[config.mk]
export PLATFORM = sky130hd
export DESIGN_NAME = vtiming_ctrl
export DESIGN_NICKNAME = d
export VERILOG_FILES = /design/src/rtl/vtiming_pkg.sv /design/src/rtl/vtiming_axis.sv /design/src/rtl/vtiming_ctrl.sv
export SDC_FILE = /design/constraint.sdc
export NUM_CORES = 1
export LEC_CHECK = 0
export CORE_ASPECT_RATIO = 2
export CORE_UTILIZATION = 40
export CTS_CLUSTER_DIAMETER = 150
export DETAILED_ROUTE_END_ITERATION = 7
export PLACE_DENSITY = 0.62
export RECOVER_POWER = 25
export SYNTH_ARGS = -nofsm -noshare
export SYNTH_HDL_FRONTEND = slang
export SYNTH_SLANG_ARGS = --single-unit
export TNS_END_PERCENT = 30
[constraint.sdc]
create_clock -name PixelClk -period 11.94 [get_ports PixelClk]
set_clock_uncertainty 0.1 [all_clocks]
set_input_delay 1.791 -clock PixelClk [delete_from_list [all_inputs] [get_ports PixelClk]]
set_output_delay 1.791 -clock PixelClk [all_outputs]
set_load 0.01 [all_outputs]
[src/rtl/vtiming_pkg.sv]
// Shared definitions for the VGA raster sequencer: 640x480@60 defaults, FSM encoding, mode validity check.
package vtiming_pkg;

   localparam int unsigned HACT = 640;
   localparam int unsigned HTOT = 800;
   localparam int unsigned VACT = 480;
   localparam int unsigned VTOT = 525;

   // Config fields are zero-extended to this width before the validity check.
   localparam int unsigned CFGW = 16;

   typedef enum logic [1:0] {
      ST_IDLE = 2'd0,
      ST_RUN  = 2'd1,
      ST_STOP = 2'd2
   } state_e;

   function automatic logic cfg_ok(input logic [CFGW-1:0] hact, input logic [CFGW-1:0] htot,
                                   input logic [CFGW-1:0] vact, input logic [CFGW-1:0] vtot);
      return (hact != '0) && (hact < htot) && (htot >= CFGW'(2)) &&
             (vact != '0) && (vact < vtot) && (vtot >= CFGW'(2));
   endfunction

endpackage

[src/rtl/vtiming_axis.sv]
// One raster axis: wrapping counter plus registered active/zero flags that track the counter value.
module vtiming_axis #(
   parameter int unsigned W = 10
) (
   input  logic         Clk,
   input  logic         Reset,
   input  logic         Step,
   input  logic         Clear,
   input  logic [W-1:0] Tot,
   input  logic [W-1:0] Act,
   output logic [W-1:0] Cnt,
   output logic         IsAct,
   output logic         Last,
   output logic         Zero
);

   logic [W-1:0] cnt_nxt;

   // Tot is the timing in force this cycle; Act is the one in force next cycle.
   assign Last = (Cnt == Tot - W'(1));

   always_comb begin
      cnt_nxt = Cnt;
      if (Clear) begin
         cnt_nxt = '0;
      end else if (Step) begin
         cnt_nxt = Last ? '0 : Cnt + W'(1);
      end
   end

   // Flags are qualified by Clear so they read 0 while the sequencer is idle.
   always_ff @(posedge Clk or posedge Reset) begin
      if (Reset) begin
         Cnt   <= '0;
         IsAct <= 1'b0;
         Zero  <= 1'b0;
      end else begin
         Cnt   <= cnt_nxt;
         IsAct <= !Clear && (cnt_nxt < Act);
         Zero  <= !Clear && (cnt_nxt == '0);
      end
   end

endmodule

[src/rtl/vtiming_ctrl.sv]
// VGA raster sequencer: H/V counters, active flags and line/frame strobes with frame-aligned mode updates.
module vtiming_ctrl
   import vtiming_pkg::*;
#(
   parameter int unsigned XWIDTH   = 10,
   parameter int unsigned YWIDTH   = 10,
   parameter int unsigned HACT_DEF = HACT,
   parameter int unsigned HTOT_DEF = HTOT,
   parameter int unsigned VACT_DEF = VACT,
   parameter int unsigned VTOT_DEF = VTOT
) (
   input  logic              PixelClk,
   input  logic              Reset,
   input  logic              Enable,
   input  logic [XWIDTH-1:0] CfgHAct,
   input  logic [XWIDTH-1:0] CfgHTot,
   input  logic [YWIDTH-1:0] CfgVAct,
   input  logic [YWIDTH-1:0] CfgVTot,
   input  logic              CfgValid,
   output logic              CfgReady,
   output logic              CfgErr,
   output logic [XWIDTH-1:0] PixelCnt,
   output logic [YWIDTH-1:0] LineCnt,
   output logic              IsActHorz,
   output logic              IsActVert,
   output logic              LineStart,
   output logic              FrameStart,
   output logic              Running
);

   state_e state, state_nxt;

   logic [XWIDTH-1:0] hact, htot, sh_hact, sh_htot, hact_nxt, htot_nxt;
   logic [YWIDTH-1:0] vact, vtot, sh_vact, sh_vtot, vact_nxt, vtot_nxt;
   logic pending, pending_nxt;
   logic counting, wrap, clear, xfer, ok, apply;
   logic h_last, v_last, v_zero_unused;

   assign counting = (state != ST_IDLE);
   assign wrap     = counting && h_last && v_last;
   assign clear    = (state_nxt == ST_IDLE);

   assign xfer  = CfgValid && CfgReady;
   assign ok    = cfg_ok(CFGW'(CfgHAct), CFGW'(CfgHTot), CFGW'(CfgVAct), CFGW'(CfgVTot));
   // Shadow lands immediately when idle, otherwise only on the frame-wrap edge.
   assign apply = pending && (!counting || wrap);

   assign hact_nxt    = apply ? sh_hact : hact;
   assign htot_nxt    = apply ? sh_htot : htot;
   assign vact_nxt    = apply ? sh_vact : vact;
   assign vtot_nxt    = apply ? sh_vtot : vtot;
   assign pending_nxt = (pending && !apply) || (xfer && ok);

   always_ff @(posedge PixelClk or posedge Reset) begin
      if (Reset) state <= ST_IDLE;
      else       state <= state_nxt;
   end

   always_comb begin
      state_nxt = state;
      unique case (state)
         ST_IDLE: if (Enable) state_nxt = ST_RUN;
         ST_RUN:  if (!Enable) state_nxt = ST_STOP;
         ST_STOP: begin
            if (Enable)    state_nxt = ST_RUN;
            else if (wrap) state_nxt = ST_IDLE;
         end
         default: state_nxt = ST_IDLE;
      endcase
   end

   always_ff @(posedge PixelClk or posedge Reset) begin
      if (Reset) begin
         hact       <= XWIDTH'(HACT_DEF);
         htot       <= XWIDTH'(HTOT_DEF);
         vact       <= YWIDTH'(VACT_DEF);
         vtot       <= YWIDTH'(VTOT_DEF);
         sh_hact    <= '0;
         sh_htot    <= '0;
         sh_vact    <= '0;
         sh_vtot    <= '0;
         pending    <= 1'b0;
         CfgReady   <= 1'b1;
         CfgErr     <= 1'b0;
         Running    <= 1'b0;
         FrameStart <= 1'b0;
      end else begin
         hact <= hact_nxt;
         htot <= htot_nxt;
         vact <= vact_nxt;
         vtot <= vtot_nxt;
         if (xfer && ok) begin
            sh_hact <= CfgHAct;
            sh_htot <= CfgHTot;
            sh_vact <= CfgVAct;
            sh_vtot <= CfgVTot;
         end
         pending    <= pending_nxt;
         CfgReady   <= !pending_nxt;
         CfgErr     <= xfer && !ok;
         Running    <= !clear;
         // Next cycle shows (0,0) either on leaving IDLE or after a frame wrap.
         FrameStart <= !clear && (!counting || wrap);
      end
   end

   vtiming_axis #(.W(XWIDTH)) u_haxis (
      .Clk   (PixelClk),
      .Reset (Reset),
      .Step  (counting),
      .Clear (clear),
      .Tot   (htot),
      .Act   (hact_nxt),
      .Cnt   (PixelCnt),
      .IsAct (IsActHorz),
      .Last  (h_last),
      .Zero  (LineStart)
   );

   vtiming_axis #(.W(YWIDTH)) u_vaxis (
      .Clk   (PixelClk),
      .Reset (Reset),
      .Step  (h_last && counting),
      .Clear (clear),
      .Tot   (vtot),
      .Act   (vact_nxt),
      .Cnt   (LineCnt),
      .IsAct (IsActVert),
      .Last  (v_last),
      .Zero  (v_zero_unused)
   );

endmodule

# --- Word level (Yosys, flattened, before mapping) ---
# Cells that the tools add are included.
word_totals:
  regBits: 110
  input_bits: 44
  wordCells: 75
classes:
  n_addsub: 4
  order_cmp: 6
  eq_ne: 4
  mux: 13
  reduce_logical: 29
ops:
  columns: ["op", "count"]
  rows:
  - ["2-to-1 mux 10 bit", 8]
  - ["< comparator 10 bit", 4]
  - ["adder 10 x 1 -> 10 bit, second input constant", 2]
  - ["equality test 10 bit", 2]
  - [">= comparator 10 x 2 -> 1 bit, second input constant", 2]
  - ["nonzero test 10 bit", 2]
  - ["subtractor 10 x 1 -> 10 bit, second input constant", 2]
  - ["logical AND 1 bit", 16]
  - ["logical NOT 10 bit", 1]
  - ["2-to-1 mux 2 bit", 4]
  - ["case mux 2 bit (3 select lines)", 1]
  - ["logical NOT 1 bit", 5]
  - ["logical NOT 2 bit", 2]
  - ["equality test 2 x 1 -> 1 bit, second input constant", 1]
  - ["equality test 2 bit, second input constant", 1]
  - ["logical OR 1 bit", 2]
  - ["nonzero test 2 bit", 1]

# --- Logic depth before layout (Yosys ltp) ---
depth:
  ltp_word: 11
  ltp_mapped: 20

# --- By module ---
# From an unflattened synthesis, not the netlist that was laid out.
hier_totals:
  cells_unflattened: 611
  hier_area_um2: 6697.7
by_module_without_submodules:
  columns: ["mod", "n_inst", "cells_per_inst", "area_each_um2"]
  rows:
  - ["vtiming_ctrl", 1, 271, 3965.1]
  - ["vtiming_axis", 2, 170, 1366.3]

# --- Worst setup path after synthesis ---
# OpenSTA, ideal clock, no wires.
synth_timing:
  kind: "input port to flip-flop"
  startpoint: "input port CfgHTot[8]"
  endpoint: "register sh_hact[0]"
  arrival_time_ns: 3.657
  t_required_ns: 11.715
  setup_slack_ns: 8.058
  stages: 10
  path_buffers: 1
  cell_sequence: "inv_1 ha_1 a21oi_1 nor2b_1 a2111oi_0 nand4_1 a21oi_1 nand4_1 clkbuf_1 mux2_2"
synth_between:
  elab_chain_cells: 7
  elab_cells_between_ends: 8
  classes_between: "order compare (2); reduce/logical (6)"
synth_rtl:
  columns: ["element", "line_no", "text"]
  rows:
  - ["start: declaration", "vtiming_ctrl.sv:16", "input logic [XWIDTH-1:0] CfgHTot,"]
  - ["< comparator 10 bit", "vtiming_pkg.sv:20", "return (hact != '0) && (hact < htot) && (htot >= CFGW'(2)) &&"]
  - ["logical AND 1 bit", "vtiming_pkg.sv:20", null]
  - ["logical AND 1 bit (*) (2 in series)", "vtiming_pkg.sv:20", null]
  - ["logical AND 1 bit (*) (2 in series)", "vtiming_pkg.sv:21", "(vact != '0) && (vact < vtot) && (vtot >= CFGW'(2));"]
  - ["logical AND 1 bit (*)", "vtiming_ctrl.sv:92", "if (xfer && ok) begin"]
  - ["end signal: assignment", "vtiming_ctrl.sv:93", "sh_hact <= CfgHAct;"]
  - ["end: declaration", "vtiming_ctrl.sv:33", "logic [XWIDTH-1:0] hact, htot, sh_hact, sh_htot, hact_nxt, htot_nxt;"]
# Every way passes the cells marked *; elsewhere a longest branch is shown, timed or not.
# A chain may end at the register's enable or synchronous reset.

==> results.json <==
{
  "crit_path_start_kind": "input port",
  "synth_cells": 566,
  "detail-route-antenna-nets": 0,
  "crit_type": "input port to async pin",
  "fmax_mhz": 148.1,
  "layout-drive-gt1-share": 0.1978,
  "distinct_cell_type_count_after_synthesis": 66,
  "synthesis.area_per_instance_um2": 11.29,
  "io-pin-count": 71,
  "dieWidth_um": 91.38,
  "register_to_register_path_depth": 17,
  "synth-warning-count": 0,
  "top_library_cells_by_usage_in_the_layout_fill_and_taps_aside": "96 x sky130_fd_sc_hd__dfrtp_1, 57 x sky130_fd_sc_hd__clkdlybuf4s50_1, 56 x sky130_fd_sc_hd__mux2_2",
  "clockRootBuffer": "sky130_fd_sc_hd__clkbuf_16",
  "route.vias.total": 4586,
  "total_of_max_cap_violations": 2,
  "number_of_antenna_violations_at_the_first_check_in_global_routing": 0,
  "route.detailed.vias_per_inst": 5.505,
  "ctsLongestPathBuffers": 2,
  "synth_sequential_area_ratio": 0.4334,
  "routabilityCongestion": 0.8974,
  "postSynth.topFlopCell": "sky130_fd_sc_hd__dfrtp_1",
  "final_cell_area_um2": 7498,
  "tightestPinTransition_ns": 3.995,
  "grt-ovfl-total": 0,
  "synth_enable_flop_cells": 0,
  "timing.critical_path.required_ns": 11.38,
  "setup_viol": 0,
  "dominant_combinational_cell_family_by_area_after_synthesis": "multiplexers",
  "htree_num_levels": 3,
  "cts.repair.resized": 0,
  "outcome": "complete, but fails checks",
  "core_area_um2": 15700,
  "timing.final.max_slew_violations": 113,
  "worst_ep_arrival_time_ns": 6.19,
  "dieArea_um2": 16520,
  "critical_path.reg2reg.startpoint": "htot[0]$_DFFE_PP0P_",
  "wl_per_cell_um": 18.88,
  "numClockSinks": 110,
  "vdd.ir_drop.worst_mv": 0.1144,
  "synth_compound_gate_area_share": 0.08575,
  "lkg_pwr_uw": 0.003404,
  "synth_xor_area_frac": 0.05482,
  "hold_end": "vtot[6]$_DFFE_PP0P_",
  "synth-async-reset-ratio": 1.000,
  "std_cell_rows": 65,
  "yosys-mux-area-fraction": 0.1785,
  "detail_route.wirelength_um": 15730,
  "grtUsageTotal": 0.1988,
  "worst_slew_margin_rel": -1.663,
  "mapped_cell_area_um2": 6391,
  "cts_post_setup_buffers_inserted": 0,
  "path_max_fanout": 76,
  "post_synthesis_adder_cell_area_fraction": 0.07831,
  "initial_utilization": 0.4072,
  "critPathCaptureType": "async pin",
  "min_period_over_period": 0.5656,
  "count_of_nets_after_finishing": 711,
  "clk_pin_slew_worst_paths_ns": 0.08,
  "clk-insertion-delay-late_ns": 0.35,
  "hold_path.class": "flip-flop to flip-flop",
  "drt_iter0_markers": 280,
  "cts_tree": "yes",
  "number_of_cells_on_the_worst_hold_path": 1,
  "power_density_nw_per_um2": 194.3,
  "hold-worst-slack_ns": 0.4105,
  "detailed_place_hpwl_um": 12410,
  "final_common_cell": "sky130_fd_sc_hd__dfrtp_1",
  "hold_viol": 0,
  "yosys_register_bits": 110,
  "total_power_uw": 1457,
  "flow.area_growth_from_synthesis_pct": 17.33,
  "timing.setup.tns_ns": 0,
  "syn-num-nets": 650,
  "cts_hold_buf": 0,
  "route.detailed.drc": 0,
  "num_antenna_cells": 0,
  "buffer_ports.inserted": 70,
  "floorplan.die.height_um": 180.8,
  "tritoncts.num_buffers": 9,
  "vias_in_the_first_global_route": 4842,
  "violations": "capacitance limit, slew limit",
  "holdCritStartpoint": "sh_vtot[6]$_DFFE_PP0P_",
  "place_area_um2": 7208,
  "min_period_ns": 6.754,
  "grt_setup_unrepaired": "false",
  "synth_simple_gate_area_frac": 0.1271,
  "rrSetupSlack_ns": 6.82,
  "grt_max_degree": 77,
  "grt_first_pass_wirelength_um": 25390,
  "dr.pass1.iters": 5,
  "timing.rr.end": "u_haxis.IsAct$_DFF_PP0_"
}
==> per-layer routing <==
| metal | vias to the layer above | routed length [um] | global-route usage |
|---|---|---|---|
| met5 | - | 0 | 0 |
| met4 | 0 | 517 | 0.08508 |
| met3 | 28 | 337 | 0.02399 |
| met2 | 108 | 9228 | 0.3871 |
| met1 | 2277 | 5644 | 0.2079 |
| li1 | 2173 | - | - |
==> final cells by class <==
cell class | count | area, um2
Timing Repair Buffer | 73 | 719.4
Fill cell | 1431 | 8198
Tap cell | 201 | 251.5
Inverter | 29 | 110.1
Sequential cell | 110 | 2770
Multi-Input combinational cell | 404 | 3349
Clock inverter | 7 | 72.57
Clock buffer | 9 | 225.2
==> flip-flops by register name, summed over array words and instances, names as in the netlist <==
signal         flops
hact              10
sh_vtot           10
CfgReady           1
u_vaxis.IsAct      1
htot              10
FrameStart         1
sh_htot           10
u_haxis.Cnt       10
CfgErr             1
sh_hact           10
u_vaxis.Cnt       10
Running            1
vact              10
vtot              10
sh_vact           10
pending            1
u_haxis.Zero       1
u_haxis.IsAct      1
state              2
==> cell usage after synthesis (all sizes together) (10+ instances only) <==
master	number	area, um2
a21oi	20	100.1
buf	13	122.6
clkbuf	10	37.54
dfrtp	96	2402
dfstp	14	367.9
ha	40	500.5
inv	29	108.9
mux2	78	960.9
mux2i	18	180.2
nand2	17	66.32
nand3	13	65.06
nand4	18	112.6
nor2	40	150.1
nor3	14	70.07
o21ai	14	70.07
xnor2	22	192.7
xor2	18	157.7
==> worst max-delay path by stage <==
stage | from | endpoint | slack [ns] | cells after the start
final | Reset | CfgErr$_DFF_PP0_ | 5.19 | 3
after global routing | Reset | CfgErr$_DFF_PP0_ | 4.12 | 3
after CTS | CfgHTot[8] | sh_vact[0]$_DFFE_PP0P_ | 6.50 | 11
after detailed placement | CfgHTot[8] | sh_vtot[5]$_DFFE_PP0P_ | 6.14 | 11
after global placement | CfgHTot[8] | sh_vtot[1]$_DFFE_PP0P_ | 6.34 | 11
after floorplan | Reset | CfgErr$_DFF_PP0_ | 7.17 | 1
==> worst max-delay path: stages <==
cell	delay, ns
sky130_fd_sc_hd__dlygate4sd3_1	0.55
sky130_fd_sc_hd__clkinvlp_2	0.90
sky130_fd_sc_hd__clkbuf_1	2.88
==> through the flow <==
stage	worst slack (ns)	utilization	instances
after floorplan	7.170	-	566
after global placement	6.337	0.4592	817
after detailed placement	6.142	0.4592	817
after CTS	6.498	0.4782	833
after global routing	4.125	0.4777	833
final	5.186	0.4777	833
==> power by group <==
group	switching (uW)	leakage, uW	internal (uW)	total [uW]
Clock	150	0.000143	148	298
Combinational	217	0.00193	278	495
Sequential	139	0.00133	525	664
==> cell families (layout without fill, tap and decap cells) <==
| family | count (synthesis) | in the layout |
|---|---|---|
| mux | 96 | 96 |
| simple gates | 150 | 150 |
| xor+xnor | 40 | 40 |
| flops | 110 | 110 |
| fa+ha+maj | 40 | 40 |
| buf+inv | 52 | 118 |
| compound gates | 78 | 78 |
No activity file was read; power rests on OpenSTA's default activity.
